--- src/rtl/rr_mux_arbiter.sv ---
// Round-robin owner of a shared 4:1 LED mux.
// One requester at a time is granted; its data bit is forwarded to the LED.
// Under contention the grant rotates after HOLD_CYCLES cycles. A requester
// that drops its request gives the grant up at the same edge.
module rr_mux_arbiter #(
  parameter int unsigned HOLD_CYCLES = 100_000_000
) (
  input  logic       clk,
  input  logic       rst_n,
  input  logic [3:0] req,
  input  logic [3:0] din,
  output logic [1:0] sel,
  output logic [3:0] grant,
  output logic       led,
  output logic       valid
);

  localparam int unsigned CNT_W = (HOLD_CYCLES > 1) ? $clog2(HOLD_CYCLES) : 1;
  localparam logic [CNT_W-1:0] CNT_MAX = CNT_W'(HOLD_CYCLES - 1);

  typedef enum logic [0:0] {
    ST_IDLE  = 1'b0,
    ST_GRANT = 1'b1
  } state_e;

  state_e           state_q, state_d;
  logic [1:0]       ptr_q, ptr_d;
  logic [CNT_W-1:0] cnt_q, cnt_d;
  logic [1:0]       idx_q, idx_d;
  logic [1:0]       sel_q, sel_d;
  logic [3:0]       grant_q, grant_d;
  logic             led_q, led_d;
  logic             valid_q, valid_d;
  logic [3:0]       others_s;

  // First requester found scanning start, start+1, ... with 2-bit wrap.
  // Returns start when nothing is requesting; callers never rely on that case.
  function automatic logic [1:0] pick(input logic [3:0] r, input logic [1:0] start);
    logic [1:0] res;
    logic [1:0] cand;
    logic       found;
    res   = start;
    found = 1'b0;
    for (int k = 0; k < 4; k++) begin
      cand = start + 2'(k);
      if (!found && r[cand]) begin
        res   = cand;
        found = 1'b1;
      end
    end
    return res;
  endfunction

  // Binary index to one-hot grant vector.
  function automatic logic [3:0] onehot(input logic [1:0] i);
    return 4'b0001 << i;
  endfunction

  // Arbitration decision and next values of every registered output.
  always_comb begin
    state_d  = state_q;
    ptr_d    = ptr_q;
    cnt_d    = cnt_q;
    idx_d    = idx_q;
    others_s = req & ~onehot(idx_q);

    case (state_q)
      ST_IDLE: begin
        if (req != 4'b0000) begin
          // A fresh grant does not move the round-robin pointer.
          state_d = ST_GRANT;
          idx_d   = pick(req, ptr_q);
          cnt_d   = '0;
        end else begin
          state_d = ST_IDLE;
        end
      end
      ST_GRANT: begin
        if (!req[idx_q]) begin
          // Release wins over expiry; hand over without an idle cycle if possible.
          ptr_d = idx_q + 2'd1;
          cnt_d = '0;
          if (others_s != 4'b0000) begin
            idx_d = pick(req, idx_q + 2'd1);
          end else begin
            state_d = ST_IDLE;
          end
        end else if (cnt_q == CNT_MAX) begin
          // Hold time used up: rotate only if someone else is waiting.
          cnt_d = '0;
          if (others_s != 4'b0000) begin
            idx_d = pick(req, idx_q + 2'd1);
            ptr_d = idx_q + 2'd1;
          end else begin
            idx_d = idx_q;
          end
        end else begin
          cnt_d = cnt_q + 1'b1;
        end
      end
      default: begin
        state_d = ST_IDLE;
        cnt_d   = '0;
      end
    endcase

    // Outputs follow the next state so they change on the same edge as idx.
    if (state_d == ST_GRANT) begin
      sel_d   = idx_d;
      grant_d = onehot(idx_d);
      led_d   = din[idx_d];
      valid_d = 1'b1;
    end else begin
      sel_d   = sel_q;
      grant_d = 4'b0000;
      led_d   = 1'b0;
      valid_d = 1'b0;
    end
  end

  // State, pointer, counter and output registers; reset aborts any grant.
  always_ff @(posedge clk or negedge rst_n) begin
    if (!rst_n) begin
      state_q <= ST_IDLE;
      ptr_q   <= 2'd0;
      cnt_q   <= '0;
      idx_q   <= 2'd0;
      sel_q   <= 2'd0;
      grant_q <= 4'b0000;
      led_q   <= 1'b0;
      valid_q <= 1'b0;
    end else begin
      state_q <= state_d;
      ptr_q   <= ptr_d;
      cnt_q   <= cnt_d;
      idx_q   <= idx_d;
      sel_q   <= sel_d;
      grant_q <= grant_d;
      led_q   <= led_d;
      valid_q <= valid_d;
    end
  end

  assign sel   = sel_q;
  assign grant = grant_q;
  assign led   = led_q;
  assign valid = valid_q;

endmodule

--- config.mk ---
export PLATFORM = sky130hd
export DESIGN_NAME = rr_mux_arbiter
export DESIGN_NICKNAME = d
export VERILOG_FILES = /design/src/rtl/rr_mux_arbiter.sv
export SDC_FILE = /design/constraint.sdc
export NUM_CORES = 1
export LEC_CHECK = 0
export ABC_AREA = 1
export CELL_PAD_IN_SITES_DETAIL_PLACEMENT = 1
export CELL_PAD_IN_SITES_GLOBAL_PLACEMENT = 2
export CORE_MARGIN = 2
export CORE_UTILIZATION = 35
export DETAILED_ROUTE_END_ITERATION = 12
export PLACE_DENSITY = 0.92
export SYNTH_ARGS = -nofsm -noshare
export SYNTH_HDL_FRONTEND = slang
export SYNTH_SLANG_ARGS = --single-unit
export TNS_END_PERCENT = 30
--- constraint.sdc ---
create_clock -name clk -period 2.7 [get_ports clk]
set_clock_uncertainty 0.1 [all_clocks]
set_input_delay 0.81 -clock clk [delete_from_list [all_inputs] [get_ports clk]]
set_output_delay 0.81 -clock clk [all_outputs]
set_load 0.005 [all_outputs]
## Yosys cells after proc, flatten, opt, wreduce, memory -nomap -nowiden

Cells that the tools add are included.

- Bits in latches: 0
- Register bits after elaboration: 40
- Word-level logic and storage cells: 139
- Memories kept: 0
- Input bits: 10
- Bits in writable memories: 0
- Output and inout port bits: 8
- Bits in read-only memories: 0

- $mul: 0
- Multiplexer cells: 83
- $add $sub $neg: 8
- Bitwise operators: 3
- Reduce and logical (&&, ||, !) cells: 21
- Shift-type cells: 2
- Div/mod/pow operators: 0
- Magnitude comparators: 10
- Equality and inequality tests: 4

Operators with widths:

| cell | count |
|---|---|
| 27-bit 2-to-1 mux | 3 |
| 27-bit one-hot mux with 2 select lines | 1 |
| 1-bit 2-to-1 mux | 49 |
| 2-bit 2-to-1 mux | 17 |
| 2-bit by 3-bit < comparator with 1-bit output (second input constant) | 10 |
| 27-bit by 1-bit adder with 27-bit output (second input constant) | 1 |
| 27-bit == test (second input constant) | 1 |
| 1-bit binary-select mux with 2-bit select | 10 |
| 1-bit logical AND | 9 |
| 1-bit zero test | 9 |
| 2-bit adder (second input constant) | 4 |
| 4-bit nonzero test | 2 |
| 1-bit by 2-bit << shifter with 4-bit output (first input constant) | 2 |
| 2-bit by 1-bit adder with 2-bit output (second input constant) | 3 |
| 4-bit bitwise AND | 1 |
| 4-bit 2-to-1 mux | 1 |
| 2-bit by 1-bit != test with 1-bit output (second input constant) | 2 |
| 4-bit inverter | 1 |
| 2-bit one-hot mux with 2 select lines | 1 |
| 3-bit AND reduction | 1 |
| 2-bit != test (second input constant) | 1 |
| 1-bit one-hot mux with 2 select lines | 1 |
| 1-bit inverter | 1 |

## Logic depth before layout (Yosys ltp)

Gate-level depths: netlist (run 1).

- Depth in word-level cells: 32
- Gate-level depth with buffers: 19
- Depth with buffers taken out: 18

## Least setup slack after synthesis (run 1)

Ideal clock, no wire load.

- Kind: reg2reg
- From: register idx_q[0]
- To: register led_q (netlist: led)
- Buffers on the path: 1
- Clock period less this slack: 2,289 ps
- Library setup time: 73 ps
- Setup slack: 411 ps
- Data required time: 2,527 ps
- Data arrival time: 2,115 ps
- Stages on the path, launching flop included: 19
- Path through: dfrtp_1 inv_2 buf_6 ha_1 inv_2 nand2_1 nand2_2 nand2_2 nand2_4 nand3_2 nand3_1 nand3_1 nand2_1 nand2_1 nand2_2 nand2_1 nand2_2 nand2_1 a21oi_2

- Longest elaborated chain between the ends: 32
- Elaborated cells between the ends (all ways): 73
- Those cells by class: 4 x add/sub; 1 x shift; 53 x mux; 2 x bitwise; 13 x reduce/logical

Ends and longest elaborated chain:

| element | line | text |
|---|---|---|
| from (decl) | 29 | `logic [1:0] idx_q, idx_d;` |
| from (signal assigned) | 136 | `idx_q <= idx_d;` |
| 2-bit by 1-bit adder with 2-bit output | 84, 92 |  |
| 1-bit binary-select mux with 2-bit select | 46 | `if (!found && r[cand]) begin` |
| 1-bit 2-to-1 mux (implied by the code) | 46 |  |
| 1-bit 2-to-1 mux | 46 |  |
| 1-bit 2-to-1 mux | 83, 91 |  |
| 1-bit 2-to-1 mux | 88 | `end else if (cnt_q == CNT_MAX) begin` |
| 1-bit 2-to-1 mux | 79 | `if (!req[idx_q]) begin` |
| 1-bit 2-to-1 mux | 67 | `case (state_q)` |
| [17 not listed] | -- |  |
| 2-bit 2-to-1 mux | 91 | `if (others_s != 4'b0000) begin` |
| 2-bit 2-to-1 mux | 88 |  |
| 2-bit 2-to-1 mux | 79 |  |
| 2-bit one-hot mux with 2 select lines | 67 |  |
| 1-bit binary-select mux with 2-bit select | 111 | `led_d = din[idx_d];` |
| 1-bit 2-to-1 mux (implied by the code) | 111 |  |
| 1-bit 2-to-1 mux * | 108 | `if (state_d == ST_GRANT) begin` |
| named net led_d | 32 | `logic led_q, led_d;` |
| to (signal assigned) | 139 | `led_q <= led_d;` |
| to (decl) | 32 |  |

The timed path passes the listed nets; every way through them passes the cells marked *. The select of a mux whose other input is x is not followed.
A chain may end at the register's enable or synchronous reset.

## Worst setup path after layout (run 1)

- From: register idx_q[1]
- To: register led_q (netlist: led)

Same word-level chain as after synthesis.

==> results of run 1 <==
[power breakdown]
group | leakage [nW] | total [W] | internal, W | switching, W
logic | 1.04 | 0.00243 | 0.000953 | 0.00148
registers | 0.521 | 0.000791 | 0.000694 | 0.0000967
clock network | 0.0443 | 0.000418 | 0.000185 | 0.000233
total | 1.61 | 0.00364 | 0.00183 | 0.00181
[cell usage after synthesis (2+ instances only)]
master / count
nand2_1: 126
dfrtp_1: 39
inv_1: 35
nor2_1: 32
nand3_1: 26
nand2_2: 24
xor2_1: 13
o21ai_0: 10
inv_2: 9
nand4_1: 8
nor3_1: 8
o22ai_1: 7
ha_1: 5
nor2_2: 5
a21oi_1: 4
nand2_4: 4
nand3_2: 4
nor4_1: 4
xnor2_1: 4
buf_2: 3
nor2_4: 3
o21ai_1: 3
a21oi_2: 2
a21oi_4: 2
a32o_1: 2
buf_6: 2
nor3_2: 2
nor4_2: 2
o31ai_1: 2
or2_2: 2
[final timing paths]
check / endpoint / slack [ns] / cells past startpoint
setup / recovery: led$_DFF_PN0_ / 0.34 / 16
hold / removal: cnt_q[4]$_DFFE_PN0P_ / 0.30 / 1
setup reg to reg: led$_DFF_PN0_ / 0.34 / 16
hold reg to reg: sel[0]$_DFFE_PN0P_ / 0.40 / 2
max in group asynchronous: cnt_q[20]$_DFFE_PN0P_ / 1.66 / 2
min in group clk: sel[0]$_DFFE_PN0P_ / 0.40 / 2
[final cells by class]
cell class,count,share of cell area (%)
well taps,105,3.821
clock buffers,5,2.001
clock inverters,3,0.7278
inverters,44,4.803
multi-input cells,312,50.00
flip-flops and latches,39,28.38
repair buffers,39,10.26
[logic make-up (layout without fill, tap and decap cells)]
family                   after synthesis  count (layout)  share of synthesized area [%]
AND/OR/NAND/NOR                      252             252                          42.28
buffers and inverters                 51              91                          7.355
flip-flops                            39              39                          33.55
AO/OA/AOI/OAI                         38              38                          9.549
XOR/XNOR                              17              17                          5.118
adder cells (fa/ha/maj)                5               5                          2.151
[worst reg2reg max path: stages (launching register included)]
cell     delay (ns)
dfrtp_1        0.35
inv_1          0.08
ha_1           0.45
inv_2          0.15
nand2_1        0.11
nand2_2        0.07
nand2_1        0.07
nand2_1        0.06
nor2_2         0.12
nand2_2        0.08
nand4_1        0.14
nand3_4        0.10
nand2_4        0.10
nand2_1        0.06
nand2_1        0.06
nand2_1        0.06
a21oi_2        0.12
[metal layers]
| layer | vias to the layer above | wire length, microns | GRT usage (%) |
|---|---|---|---|
| met1 | 1336 | 3527 | 21.88 |
| met4 | 0 | 90 | 4.106 |
| met5 | - | 0 | 0 |
| met3 | 10 | 148 | 2.609 |
| li1 | 1374 | - | - |
| met2 | 24 | 4006 | 34.86 |
[flip-flops by register name (all words and copies together), names as in the netlist]
register  count
cnt_q        27
grant         4
sel           2
ptr_q         2
led           1
state_q       1
idx_q         2
[per-stage QoR]
| stage | TNS, ns | std cells | hold WS [ns] | setup slack (ns) |
|---|---|---|---|---|
| 5_1_grt | 0 | 547 | 0.3091 | 0.06221 |
| 2_1_floorplan | 0 | 402 | 0.3724 | 0.4113 |
| 4_1_cts | 0 | 547 | 0.3057 | 0.04304 |
| 6_report | 0 | 547 | 0.3039 | 0.3416 |
| 3_3_place_gp | -4.558 | 539 | 0.3751 | -0.2635 |
| 3_5_place_dp | -4.432 | 539 | 0.3814 | -0.2542 |
==> results_dict.tcl, run 1 <==
set metrics [dict create \
    cpMostUsedCell "nand2_1" \
    overflow 0 \
    synth_top_area_cell "dfrtp_1" \
    cts_htree_levels 2 \
    ctsResizeCount 0 \
    crit_family "simple AND/OR/NAND/NOR gates" \
    slew_viol_final 0 \
    grt_antenna_before_repair 0 \
    detail-route-antenna-nets 0 \
    cts-root-buf "clkbuf_8" \
    critPathMaxStageDelay_ns 0.45 \
    drtIter0Drc 61 \
    initial_core_util_pct 35.76 \
    fmax_mhz 424.0 \
    clk_latency_ns 0.30 \
    crit_required_ns 2.83 \
    final_nets 456 \
    ys_top_cells_by_area "dfrtp_1, nand2_1, nand2_2" \
    clockBufferDepth 2 \
    clk_pin_slew_worst_paths_ns 0.09 \
    postCtsSetupBuffers 0 \
    min_period_over_period_pct 87.35 \
    regArea_sq_um 975.9 \
    wl_per_cell_microns 14.21 \
    path_cells "inv_1, ha_1, inv_2, nand2_1, nand2_2, nand2_1, nand2_1, nor2_2, nand2_2, nand4_1, nand3_4, nand2_4, nand2_1, nand2_1, nand2_1, a21oi_2" \
    rsz0062_at_grt "no" \
    p_leak_nw 1.609 \
    place_area_sq_um 3334 \
    power_per_cell_area_nw_per_um2 1059 \
    mostFrequentLayoutCells "nand2_1, dfrtp_1, inv_1, nor2_1, nand3_1" \
    yosys.area.top_type_share_pct 33.55 \
    yosys_warnings 0 \
    syn_nets 417 \
    cp-end-kind "flop" \
    num_antenna_cells 0 \
    r2r-start "idx_q[1]$_DFF_PN0_" \
    drive_gt1_share_pct 21.27 \
    synth-edff-count 0 \
    status "completed" \
    synth_flop_cell "dfrtp_1" \
    cts.sinks 39 \
    drt-total-wl_microns 7772 \
    die_area_sq_um 9056 \
    finish.instance_area_sq_um 3438 \
    boundaryPins 18 \
    finalHoldViolations 0 \
    critPathKind "reg2reg" \
    die_y_microns 95.17 \
    drv_cap 0 \
    relSlewSlack_pct 59.55 \
    crit_buf_inv 2 \
    place_congestion 0.7964 \
    tightest_slew_ns 0.6045 \
    groute.usage.overall_pct 18.43 \
    post-route-min-period_ns 2.358 \
    avgSynthCellArea_sq_um 7.236 \
    ys_seq_area_share_pct 33.55 \
    synthesis.area_sq_um 2909 \
    vias 2744 \
    synth_cells 402 \
    first_pass_iters 4 \
    total_power_w 0.003641 \
    port_buffers 17 \
    async_reset_ff_share_pct 100.0 \
    finalSetupViolCount 0 \
    cpMaxStageDelayCell "ha_1" \
    hp-class "in2async" \
    cts_inserted_buffers 5 \
    grt_pass1_vias 2864 \
    grt_pass1_wl_microns 13250 \
    core-area_sq_um 8134 \
    cp.arrival_ns 2.49 \
    synth-seq-cells 39 \
    cts_tree "done" \
    avgViaCountPerCell 5.016 \
    multi_input_area_sq_um 1719 \
    fp.dieW_microns 95.17 \
    syn2layout_area_growth_pct 18.19 \
    post-route-util_pct 42.27 \
    start_kind "flop" \
    peakVddDrop_uv 443.9 \
    synth.distinct_cells 40 \
    crit_start "idx_q[1]$_DFF_PN0_" \
    final_common_cell "nand2_1" \
    drc 0 \
    grt_max_degree 16 \
    worstPathMaxFanout 7 \
    dp_hpwl_microns 6202 \
    fillers 1034 \
    rows 33 \
    cts_hold_buf 0 \
]
No activity file was read; power rests on OpenSTA's default activity.
==> run 2: changes to the inputs <==
- CORE_UTILIZATION: 35 -> 36
- CTS_BUF_LIST: unset -> sky130_fd_sc_hd__clkbuf_4
- PLACE_DENSITY: 0.92 -> 0.94
==> run 2 against run 1 <==
Net effect: hold slack gained 0.080 ns; register-to-register slack worse by 0.03 ns; fmax fell by 6.0%; combinational power barely moved; first-iteration DRC count up 3.3%; largest power group unchanged; critical endpoint unchanged.
==> results_dict.tcl, run 2 (synthesis results as in run 1) <==
set metrics [dict create \
    groute.usage.overall_pct 19.24 \
    rsz0062_at_grt "no" \
    final_common_cell "nand2_1" \
    cts_hold_buf 0 \
    critPathMaxStageDelay_ns 0.60 \
    wl_per_cell_microns 14.12 \
    cpMostUsedCell "nand2_1" \
    cts_tree "done" \
    grt_pass1_wl_microns 13590 \
    swShare_pct 50.76 \
    worstPathMaxFanout 6 \
    core-area_sq_um 7767 \
    fmax_mhz 398.5 \
    p_leak_nw 1.587 \
    num_antenna_cells 0 \
    fin_setup_tns_ns 0 \
    p_int_w 0.001744 \
    mostFrequentLayoutCells "nand2_1, dfrtp_1, inv_1, nor2_1, nand3_1" \
    p_sw_w 0.001798 \
    initial_core_util_pct 37.45 \
    drtIter0Drc 63 \
    path_cells "clkdlybuf4s50_1, buf_4, nand2_1, nand2_1, nand2_2, nand2_4, nand3_2, nand2_1, nand2_1, nand3_1, nand2_1, nand2_1, nand2_2, a21oi_4, nand2_1, a21oi_2" \
    cp-end-kind "flop" \
    r2r_setup_slack_ns 0.31 \
    dp_hpwl_microns 6131 \
    drt-total-wl_microns 7709 \
    largest_reg_flops 27 \
    holdWs_ns 0.3841 \
    power_per_cell_area_nw_per_um2 1039 \
    grt_antenna_before_repair 0 \
    pwr-share-seq_pct 21.9 \
    clk_pin_slew_worst_paths_ns 0.12 \
    die_area_sq_um 8815 \
    postCtsSetupBuffers 0 \
    slew_viol_final 0 \
    overflow 0 \
    fillers 1001 \
    cts.sinks 39 \
    finalHoldViolations 0 \
    final_nets 458 \
    cp.arrival_ns 2.70 \
    boundaryPins 18 \
    hp-class "in2async" \
    power_frac_clock_pct 8.8 \
    cts_htree_levels 2 \
    post-route-min-period_ns 2.509 \
    place_congestion 0.8099 \
    detail-route-antenna-nets 0 \
    port_buffers 17 \
    fp.dieW_microns 93.89 \
    cts-root-buf "clkbuf_4" \
    tightest_slew_ns 0.4972 \
    first_pass_iters 4 \
    syn2layout_area_growth_pct 17.16 \
    vias 2691 \
    drc 0 \
    crit_required_ns 2.89 \
    grt_max_degree 40 \
    die_y_microns 93.89 \
    avgViaCountPerCell 4.929 \
    p_comb_share_pct 69.3 \
    clk_latency_ns 0.36 \
    start_kind "input port" \
    post-route-util_pct 43.88 \
    ctsResizeCount 0 \
    regMostFlops "cnt_q" \
    finalSetupViolCount 0 \
    drv_cap 0 \
    cpMaxStageDelayCell "clkdlybuf4s50_1" \
    peakVddDrop_uv 676.9 \
    cts_inserted_buffers 5 \
    status "completed" \
    drive_gt1_share_pct 21.62 \
    clockBufferDepth 2 \
    critPathKind "in2reg" \
    grt_pass1_vias 2837 \
    relSlewSlack_pct 66.85 \
    rows 32 \
    min_period_over_period_pct 92.94 \
]
-- run 2: changes by cell type in the layout (fill, tap and decap cells not counted), moves of 2 or more --
cell / delta
clkinv_4: -2
clkbuf_4: +6
clkbuf_8: -5
dlymetal6s2s_1: -2
buf_4: +2
clkdlybuf4s50_1: +2
-- run 2: final cells by class --
class | count | area, sq um | area share (%)
inverter | 44 | 165.2 | 4.846
tap | 102 | 127.6 | 3.744
timing repair buffer | 41 | 362.8 | 10.65
clock inverter | 2 | 12.51 | 0.3671
sequential | 39 | 975.9 | 28.63
clock buffer | 6 | 45.04 | 1.322
multi-input combinational | 312 | 1719 | 50.44
-- run 2: power groups by stage --
stage / combinational, W / clock, W / sequential (W)
2_1_floorplan: 0.00172 / 0 / 0.000785
3_3_place_gp: 0.00238 / 0 / 0.000784
3_5_place_dp: 0.00248 / 0 / 0.000790
4_1_cts: 0.00249 / 0.000323 / 0.000778
5_1_grt: 0.00274 / 0.000348 / 0.000790
6_report: 0.00245 / 0.000312 / 0.000776
-- run 2: stage by stage --
stage	cell area [sq um]	setup slack (ns)	instances	total power [W]
after global placement	3346	-0.1580	538	0.003168
after CTS	3403	0.1209	546	0.003593
final	3408	0.1906	546	0.003543
after floorplan	2909	0.4113	402	0.002502
after global routing	3408	0.01349	546	0.003879
after detailed placement	3346	-0.2477	538	0.003265
-- run 2: worst paths after layout --
path,start,endpoint,cells after the start
worst min-delay path,rst_n,cnt_q[17]$_DFFE_PN0P_,2
min in group clk,sel[0]$_DFFE_PN0P_,sel[0]$_DFFE_PN0P_,2
worst max register to register,idx_q[1]$_DFF_PN0_,led$_DFF_PN0_,17
worst min register to register,sel[0]$_DFFE_PN0P_,sel[0]$_DFFE_PN0P_,2
max in group asynchronous,rst_n,grant[3]$_DFF_PN0_,2
worst max-delay path,req[1],led$_DFF_PN0_,16
-- run 2: metal layers --
metal / global-route usage (%) / wire length (microns) / vias up
met5: 0 / 0 / -
met4: 4.348 / 71 / 0
li1: - / - / 1370
met1: 26.10 / 3725 / 1296
met3: 2.327 / 135 / 5
met2: 32.80 / 3777 / 20
-- run 2: critical path: cells and delay by family --
kind	cells	cell delay, ns
AND/OR/NAND/NOR	12	0.83
AO/OA/AOI/OAI	2	0.30
buffers and inverters	2	0.76
